[config.mk]
export PLATFORM = sky130hd
export DESIGN_NAME = alu_mdu
export DESIGN_NICKNAME = d
export VERILOG_FILES = /design/src/rtl/alu_mdu.sv
export SDC_FILE = /design/constraint.sdc
export NUM_CORES = 1
export LEC_CHECK = 0
export BUFFER_PORTS_ARGS = -buffer_cell sky130_fd_sc_hd__buf_2
export CAP_MARGIN = 20
export CORE_ASPECT_RATIO = 1.4
export CORE_UTILIZATION = 45
export CTS_BUF_LIST = sky130_fd_sc_hd__clkbuf_4 sky130_fd_sc_hd__clkbuf_8 sky130_fd_sc_hd__clkbuf_16
export CTS_CLUSTER_SIZE = 16
export DETAILED_ROUTE_END_ITERATION = 8
export GPL_TIMING_DRIVEN = 0
export PLACE_DENSITY = 0.75
export SETUP_SLACK_MARGIN = 0.4
export SLEW_MARGIN = 40
export SYNTH_ARGS = -nofsm -noshare
export SYNTH_HDL_FRONTEND = slang
export SYNTH_SLANG_ARGS = --single-unit
export TNS_END_PERCENT = 5
[constraint.sdc]
create_clock -name clk -period 4.9 [get_ports clk]
set_input_delay 0.735 -clock clk [delete_from_list [all_inputs] [get_ports clk]]
set_output_delay 0.735 -clock clk [all_outputs]
set_load 0.005 [all_outputs]
[src/rtl/alu_mdu.sv]
// RV32I register ALU plus RV32M multiply/divide behind a valid/ready handshake.
// Base ops finish at the accept edge; MUL/DIV iterate one bit per cycle for XLEN cycles.
module alu_mdu #(
  parameter int unsigned XLEN = 32,
  parameter int unsigned SHW  = $clog2(XLEN)
) (
  input  logic            clk,
  input  logic            rst_n,
  input  logic            in_valid,
  output logic            in_ready,
  input  logic [XLEN-1:0] srcA,
  input  logic [XLEN-1:0] srcB,
  input  logic [4:0]      ALU_sel,
  output logic            out_valid,
  input  logic            out_ready,
  output logic [XLEN-1:0] result,
  output logic            zero_flag
);

  localparam int unsigned     W2       = 2 * XLEN;
  localparam logic [SHW-1:0]  LastIter = SHW'(XLEN - 1);
  localparam logic [XLEN-1:0] MinNeg   = {1'b1, {(XLEN-1){1'b0}}};

  typedef enum logic [1:0] {StIdle, StMul, StDiv, StDone} state_e;

  state_e          state_q;
  logic [XLEN-1:0] result_q;
  logic            zero_q;
  logic [1:0]      op_q;
  logic [W2-1:0]   acc_q;
  logic [XLEN-1:0] opb_q;
  logic            neg_q;
  logic [SHW-1:0]  cnt_q;

  logic            is_mul, is_div, a_sgn, b_sgn, a_neg, b_neg;
  logic            div_zero, div_ovf, div_special, neg_d;
  logic [XLEN-1:0] a_mag, b_mag, base_res, quick_res;
  logic [SHW-1:0]  shamt;

  always_comb begin
    is_mul      = (ALU_sel[4:2] == 3'b100);
    is_div      = (ALU_sel[4:2] == 3'b101);
    a_sgn       = (is_mul && (ALU_sel[1:0] == 2'd1 || ALU_sel[1:0] == 2'd2)) ||
                  (is_div && !ALU_sel[0]);
    b_sgn       = (is_mul && ALU_sel[1:0] == 2'd1) || (is_div && !ALU_sel[0]);
    a_neg       = a_sgn & srcA[XLEN-1];
    b_neg       = b_sgn & srcB[XLEN-1];
    a_mag       = a_neg ? -srcA : srcA;
    b_mag       = b_neg ? -srcB : srcB;
    div_zero    = (srcB == '0);
    div_ovf     = !ALU_sel[0] && (srcA == MinNeg) && (srcB == '1);
    div_special = is_div && (div_zero || div_ovf);
    // Remainder follows the dividend's sign; quotient and products follow sign(A)^sign(B).
    neg_d       = (is_div && ALU_sel[1]) ? a_neg : (a_neg ^ b_neg);
  end

  always_comb begin
    shamt    = srcB[SHW-1:0];
    base_res = '0;
    case (ALU_sel)
      5'd0:    base_res = srcA + srcB;
      5'd1:    base_res = srcA - srcB;
      5'd2:    base_res = srcA & srcB;
      5'd3:    base_res = srcA | srcB;
      5'd4:    base_res = srcA ^ srcB;
      5'd5:    base_res = {{(XLEN-1){1'b0}}, $signed(srcA) < $signed(srcB)};
      5'd6:    base_res = {{(XLEN-1){1'b0}}, srcA < srcB};
      5'd7:    base_res = srcA << shamt;
      5'd8:    base_res = srcA >> shamt;
      5'd9:    base_res = $unsigned($signed(srcA) >>> shamt);
      default: base_res = '0;
    endcase
    quick_res = base_res;
    if (is_div) begin
      if (div_zero) quick_res = ALU_sel[1] ? srcA : '1;
      else          quick_res = ALU_sel[1] ? '0 : srcA;
    end
  end

  logic [XLEN:0]   mul_sum, div_tmp, div_diff;
  logic            div_ge;
  logic [W2-1:0]   mul_next, div_next, mul_full;
  logic [XLEN-1:0] div_sel, fin_res;

  // acc_q: multiply keeps {partial product, remaining multiplier};
  // divide keeps {partial remainder, dividend bits / quotient bits}.
  always_comb begin
    mul_sum  = {1'b0, acc_q[W2-1:XLEN]} + (acc_q[0] ? {1'b0, opb_q} : '0);
    mul_next = {mul_sum, acc_q[XLEN-1:1]};
    div_tmp  = {acc_q[W2-1:XLEN], acc_q[XLEN-1]};
    div_ge   = (div_tmp >= {1'b0, opb_q});
    div_diff = div_tmp - {1'b0, opb_q};
    div_next = {div_ge ? div_diff[XLEN-1:0] : div_tmp[XLEN-1:0], acc_q[XLEN-2:0], div_ge};
    mul_full = neg_q ? -mul_next : mul_next;
    div_sel  = op_q[1] ? div_next[W2-1:XLEN] : div_next[XLEN-1:0];
    if (state_q == StMul) begin
      fin_res = (op_q == 2'd0) ? mul_full[XLEN-1:0] : mul_full[W2-1:XLEN];
    end else begin
      fin_res = neg_q ? -div_sel : div_sel;
    end
  end

  always_ff @(posedge clk or negedge rst_n) begin
    if (!rst_n) begin
      state_q  <= StIdle;
      result_q <= '0;
      zero_q   <= 1'b0;
      op_q     <= '0;
      acc_q    <= '0;
      opb_q    <= '0;
      neg_q    <= 1'b0;
      cnt_q    <= '0;
    end else begin
      case (state_q)
        StIdle: begin
          if (in_valid) begin
            op_q  <= ALU_sel[1:0];
            neg_q <= neg_d;
            cnt_q <= '0;
            if (is_mul) begin
              acc_q   <= {{XLEN{1'b0}}, b_mag};
              opb_q   <= a_mag;
              state_q <= StMul;
            end else if (is_div && !div_special) begin
              acc_q   <= {{XLEN{1'b0}}, a_mag};
              opb_q   <= b_mag;
              state_q <= StDiv;
            end else begin
              result_q <= quick_res;
              zero_q   <= (quick_res == '0);
              state_q  <= StDone;
            end
          end
        end
        StMul, StDiv: begin
          acc_q <= (state_q == StMul) ? mul_next : div_next;
          cnt_q <= cnt_q + 1'b1;
          if (cnt_q == LastIter) begin
            result_q <= fin_res;
            zero_q   <= (fin_res == '0);
            state_q  <= StDone;
          end
        end
        StDone: begin
          if (out_ready) state_q <= StIdle;
        end
        default: state_q <= StIdle;
      endcase
    end
  end

  assign in_ready  = (state_q == StIdle);
  assign out_valid = (state_q == StDone);
  assign result    = result_q;
  assign zero_flag = zero_q;

endmodule

==> impl_results.md, run 1 <==
* Status: stopped before the end
* Halt Stage: global routing (5_1_grt)
* Run Error: [ERROR GRT-0116] Global routing finished with congestion. Check the congestion regions in the DRC Viewer.
* Count of clock tree sinks at 139
* Compound-Gate Fraction of Synth Area at between 30% and 40%
* Tot GR Track Use at between 50% and 60%
* Post-synthesis cell type count at 117
* #FFs+latches synth at 139
* Yosys top cell by area: dfrtp_1
* Xor-xnor portion of the synthesized cell area at 6.12%
* Root Driver: clkbuf_16
* Avg Inst Size Synth at 7.25 µm²
* I/O Buffers at 107
* Vias in the first global route at 33500
* Mapped Cells at 3592
* Area share of the largest cell type after synthesis at 13.4%
* YS warnings at 0
* Row count at 104
* Main combinational cell family by area after synthesis: compound AO/OA/AOI/OAI gates
* Ys flop type: dfrtp_1
* Adder-Cell Fraction of Synth Area at 8.71%
* Largest net degree at the start of global routing at 73
* Die height at around 290 µm
* Longest Clk Path Bufs at 2
* Simple-Gate Fraction of Synth Area at 22.8%
* Starting density of the core at ~45%
* GPL Wtd Cong at 1.12
* Mux cell area share after synthesis at 10.6%
* Number of flops mapped to enable cells by yosys at 0
* First-pass GRT wire length at around 230 mm
* Synth Net Count at 3843
* I/O pin count at 108
* Place WS at -2.48 ns
* CTS buffer count at 17
* Sequential fraction of the synthesis area at 13.4%
* Htree depth at 4
* Total congestion overflow at 5
* Dpl hpwl at about 120 mm
* Cts-stage hold buffer count at 0
* Die width at 205 µm
* Ranking of synthesized cells by area: dfrtp_1 13%, ha_1 8.4%, mux4_2 6.1%, o21ai_0 6.0%, a21oi_1 5.7%
* Async S/R FF share, synth at 100%
* Area of the mapped netlist at 26000 µm²
==> cells in the mapped netlist, types with 17 or more instances <==
master	count
a21o_1	66
o31ai_1	56
and2_1	60
o21ai_0	313
nand2b_1	28
o41ai_1	17
o211ai_1	57
clkbuf_1	225
buf_1	32
or3_1	23
nand2_1	348
xnor2_1	136
a21oi_1	294
nor2_1	367
or2_2	20
nor4_1	31
nand4_1	49
mux2_2	49
o21bai_1	20
dfrtp_1	139
a22o_1	36
a221oi_1	29
xor2_1	46
buf_2	19
nand3_1	70
ha_1	174
inv_1	159
nor3_1	84
a31oi_1	42
o21a_1	22
and3_1	31
mux4_2	71
mux2i_1	58
nor2b_1	19
a211oi_1	68
==> routing by layer <==
layer  overflow  global-route usage (%)
met2          2                    81.5
met4          3                    57.8
met1          0                    55.9
met5          0                   0.249
met3          0                    21.2
==> through the flow <==
stage / hold WS, ns / instance area (µm²) / instances / TNS [ns]
after CTS: 0.257 / 30000 / 4536 / -2.37
after detailed placement: 0.469 / 27900 / 4446 / -56.96
after global placement: 0.460 / 27700 / 4441 / -58.16
after floorplan: 0.439 / 26200 / 3592 / 0
==> kinds of logic after synthesis <==
kind of cell,count (synthesis)
AO/OA/AOI/OAI,1241
XOR/XNOR,182
adder cells (fa/ha/maj),179
buffers and inverters,451
flip-flops,139
multiplexers,180
AND/OR/NAND/NOR,1220
==> what timing repair did <==
action	4_1_cts
cloned	1
buffers inserted	57
setup endpoints to repair	107
pin swaps	72
gates resized for setup	237
==> inputs of run 2 (changes only) <==
- CORE_ASPECT_RATIO: 1.4 -> unset
- CORE_UTILIZATION: 45 -> 30
- CTS_BUF_LIST: sky130_fd_sc_hd__clkbuf_4 sky130_fd_sc_hd__clkbuf_8 sky130_fd_sc_hd__clkbuf_16 -> unset
- CTS_CLUSTER_SIZE: 16 -> unset
- PLACE_DENSITY: 0.75 -> unset
- PLACE_DENSITY_LB_ADDON: unset -> 0.15
- SETUP_SLACK_MARGIN: 0.4 -> unset
- clock period: 4.9 -> 6.4 ns (I/O delays scaled with it)
==> run 2 against run 1 <==
Synthesized area did not move. Synthesized cell count did not move. The flow now finishes without violations.
==> impl_results.md, run 2 <==
* Worst-Skew Late Latency at 0.47 ns
* R2R setup slack at 0.11 ns
* Largest net degree at the start of global routing at 64
* Worst path required time at 6.81 ns
* Unrepaired setup endpoints after global routing: false
* Total negative slack at 0 ns
* FMAX at roughly 160 MHz
* Synth Net Count at 3843 (unchanged)
* Yosys top cell by area: dfrtp_1
* Setup crit start kind: register
* Ranking of synthesized cells by area: dfrtp_1 13%, ha_1 8.4%, mux4_2 6.1%, o21ai_0 6.0%, a21oi_1 5.7%
* Multi-input gate area at 21100 µm²
* Hold Vio Cnt, Final at 0
* Leak at 11.7 nW
* Top cells by count, synth: 367 x nor2_1, 348 x nand2_1, 313 x o21ai_0
* Initial antenna violation count at 3
* Reg2Reg Capture Point: zero_flag
* Die width at 297 µm (+44%)
* Flop pwr share at 14.4%
* Design Area, Final at 29200 µm²
* Final setup viols at 0
* Sequential fraction of the synthesis area at 13.4% (unchanged)
* Critical path capture point type: register
* DRT antenna net count at 0
* Root Driver: clkbuf_16
* Cts-stage hold buffer count at 0 (unchanged)
* #FFs+latches synth at 139 (unchanged)
* Avg Inst Size Synth at 7.25 µm² (unchanged)
* Reg2reg start: acc_q[0]
* CP Max Fanout at 10
* PwrDens at 427 nW/µm²
* R2R cell count at 20
* Clock share of power at 8.9%
* Setup CP Type: reg2reg
* I/O Buffers at 107 (unchanged)
* Max reg flops at between 60 and 70
* Int Pwr at 0.00496 W
* Status: finished clean
* Layout cell share with drive strength beyond 1 at 12.4%
* Htree depth at 4 (unchanged)
* Mapped Cells at 3592 (unchanged)
* DP Area at 28200 µm² (+1.1%)
* Starting density of the core at 30.4% (-15 points)
* WP data arrival at 6.70 ns
* Initial DRC Count at ~3000
* Switching Fraction at around three fifths
* Layout net count at 3981
* Top-count cell post-synth: nor2_1
* Routed wire length at 148 mm
* Via count at approximately 30000
* I/O pin count at 108 (unchanged)
* Vias in the first global route at 29100
* TritonCTS clock tree: built
* Max-slew headroom at 34.7%
* Register Area at ~3500 µm²
* WHS at 0.335 ns
* Number of fill cells at 9424
* Dpl hpwl at 122 mm (+3.6%)
* Count of final max-slew check failures at 0
* CTS buffer count at 17 (unchanged)
* Area of the mapped netlist at 26000 µm² (unchanged)
* Die area at 88000 µm²
* Ys flop type: dfrtp_1
* Tot GR Track Use at 33.0%
* Clock transition at path regs at 0.08 ns
* Drt pass-1 iters at 6
* Longest Clk Path Bufs at 2 (unchanged)
* Max cap viols at 0
* Post-synthesis cell type count at 117 (unchanged)
* Largest Register: acc_q
* Switch Pwr at around 0.0075 W
* Skew final at between 0.01 and 0.015 ns
* Die height at 297 µm (+3.5%)
* Async S/R FF share, synth at 100% (unchanged)
* Place WS at -1.80 ns (+0.687 ns)
* Vias per cell at 6.15
* Count of clock tree sinks at 139 (unchanged)
* Avg WL per Cell at 30.3 µm
* Combinational share of power at approximately 77%
* # DRC at 0
* Row count at 107 (+2.9%)
* Min Clock Period, post-route at 6.29 ns
* Layout Cells excl Fill at 4891
* Number of flops mapped to enable cells by yosys at 0 (unchanged)
* Placed Cells at 4847 (+9.0%)
* Fin crit share at 98.2%
* First-pass GRT wire length at 209 mm
* Maximum vdd drop at 0.000244 V
* Synth-to-layout area growth at 12.1%
* Total congestion overflow at 0
* Slew of the pin with the lowest slew margin at ~0.98 ns
* GPL Wtd Cong at 1.05 (-6.8%)
* Area share of the largest cell type after synthesis at 13.4% (unchanged)
* Most common cell after layout, fill and taps aside: nor2_1
* Final WS setup at 0.113 ns
* Hold Path Class: in2async
* YS warnings at 0 (unchanged)
* Commonest cells after routing, fill and taps aside: 364 x nor2_1, 348 x nand2_1, 306 x o21ai_0
* Core ar. at 85500 µm²
run 2: cell counts after synthesis:
No cell type changed its count.
run 2: kinds of logic after synthesis:
logic type | count (synthesis) | share of synthesized area [%]
DFF | 139 | 13.4
buffers and inverters | 451 | 6.78
muxes | 180 | 10.6
xor gates and xnor gates | 182 | 6.12
and+or+nand+nor | 1220 | 22.8
AOI/OAI and AO/OA | 1241 | 31.7
adders and majority gates | 179 | 8.71
run 2: worst max path at each step:
| stage | from | end | slack (ns) | cells after the start |
|---|---|---|---|---|
| final | acc_q[0] | zero_flag | 0.11 | 20 |
| after global routing | acc_q[0] | zero_flag | 0.007 | 20 |
| after CTS | acc_q[31] | zero_flag | 0.003 | 18 |
| after detailed placement | srcB[2] | zero_flag | -1.80 | 22 |
| after global placement | srcB[2] | zero_flag | -3.12 | 23 |
| after floorplan | srcB[2] | zero_flag | 0.22 | 22 |
run 2: cell type report:
type / instances / area share [%]
clock inverters: 15 / 0.669
clock buffers: 17 / 1.46
multi-input cells: 3002 / 72.3
repair buffers: 128 / 2.52
diodes: 4 / 0.0343
plain buffers: 279 / 4.08
well taps: 1144 / 4.91
flip-flops and latches: 139 / 11.9
inverters: 163 / 2.11
run 2: worst max-delay path, stage by stage (launching register included):
cell      delay, ns
dfrtp_2        0.55
clkbuf_4       0.28
and2_1         0.17
ha_1           0.23
fa_1           0.42
a21o_1         0.27
a221oi_4       0.39
xnor2_1        0.24
o21bai_1       0.34
a2111o_1       0.57
nor4_4         0.37
nand4_1        0.15
buf_4          0.22
or3_1          0.30
mux2i_1        0.21
a221oi_1       0.11
o21ai_0        0.26
nand4_1        0.35
nor4_4         0.38
nand4_1        0.25
nand3_1        0.15
run 2: repair_timing:
item                       4_1_cts  5_1_grt
setup buffers                   10        6
setup endpoints to repair       19        6
cloned                           0        0
pin swaps                       11        8
gates resized for setup         40       27
run 2: per-layer routing:
| metal | up-vias | wire length, µm | GRT usage [%] |
|---|---|---|---|
| met5 | - | 0 | 0 |
| met4 | 0 | 10900 | 22.5 |
| met3 | 390 | 9550 | 3.79 |
| met2 | 1517 | 68700 | 54.8 |
| met1 | 14600 | 59100 | 40.1 |
| li1 | 13600 | - | - |
run 2: metrics by stage:
step           power (W)  utilization (%)
2_1_floorplan    0.00753                -
3_3_place_gp      0.0110             32.7
3_5_place_dp      0.0110             32.9
4_1_cts           0.0122             33.9
5_1_grt           0.0132             34.1
6_report          0.0125             34.1
run 2: power groups by stage:
stage	Combinational (W)	Sequential, W	Clock [W]
global route	0.0102	0.00182	0.00113
global placement	0.00926	0.00176	0
floorplan	0.00604	0.00149	0
finish	0.00956	0.00179	0.00111
CTS	0.00932	0.00176	0.00111
detailed placement	0.00924	0.00176	0
(Power assumes the default switching activity.)
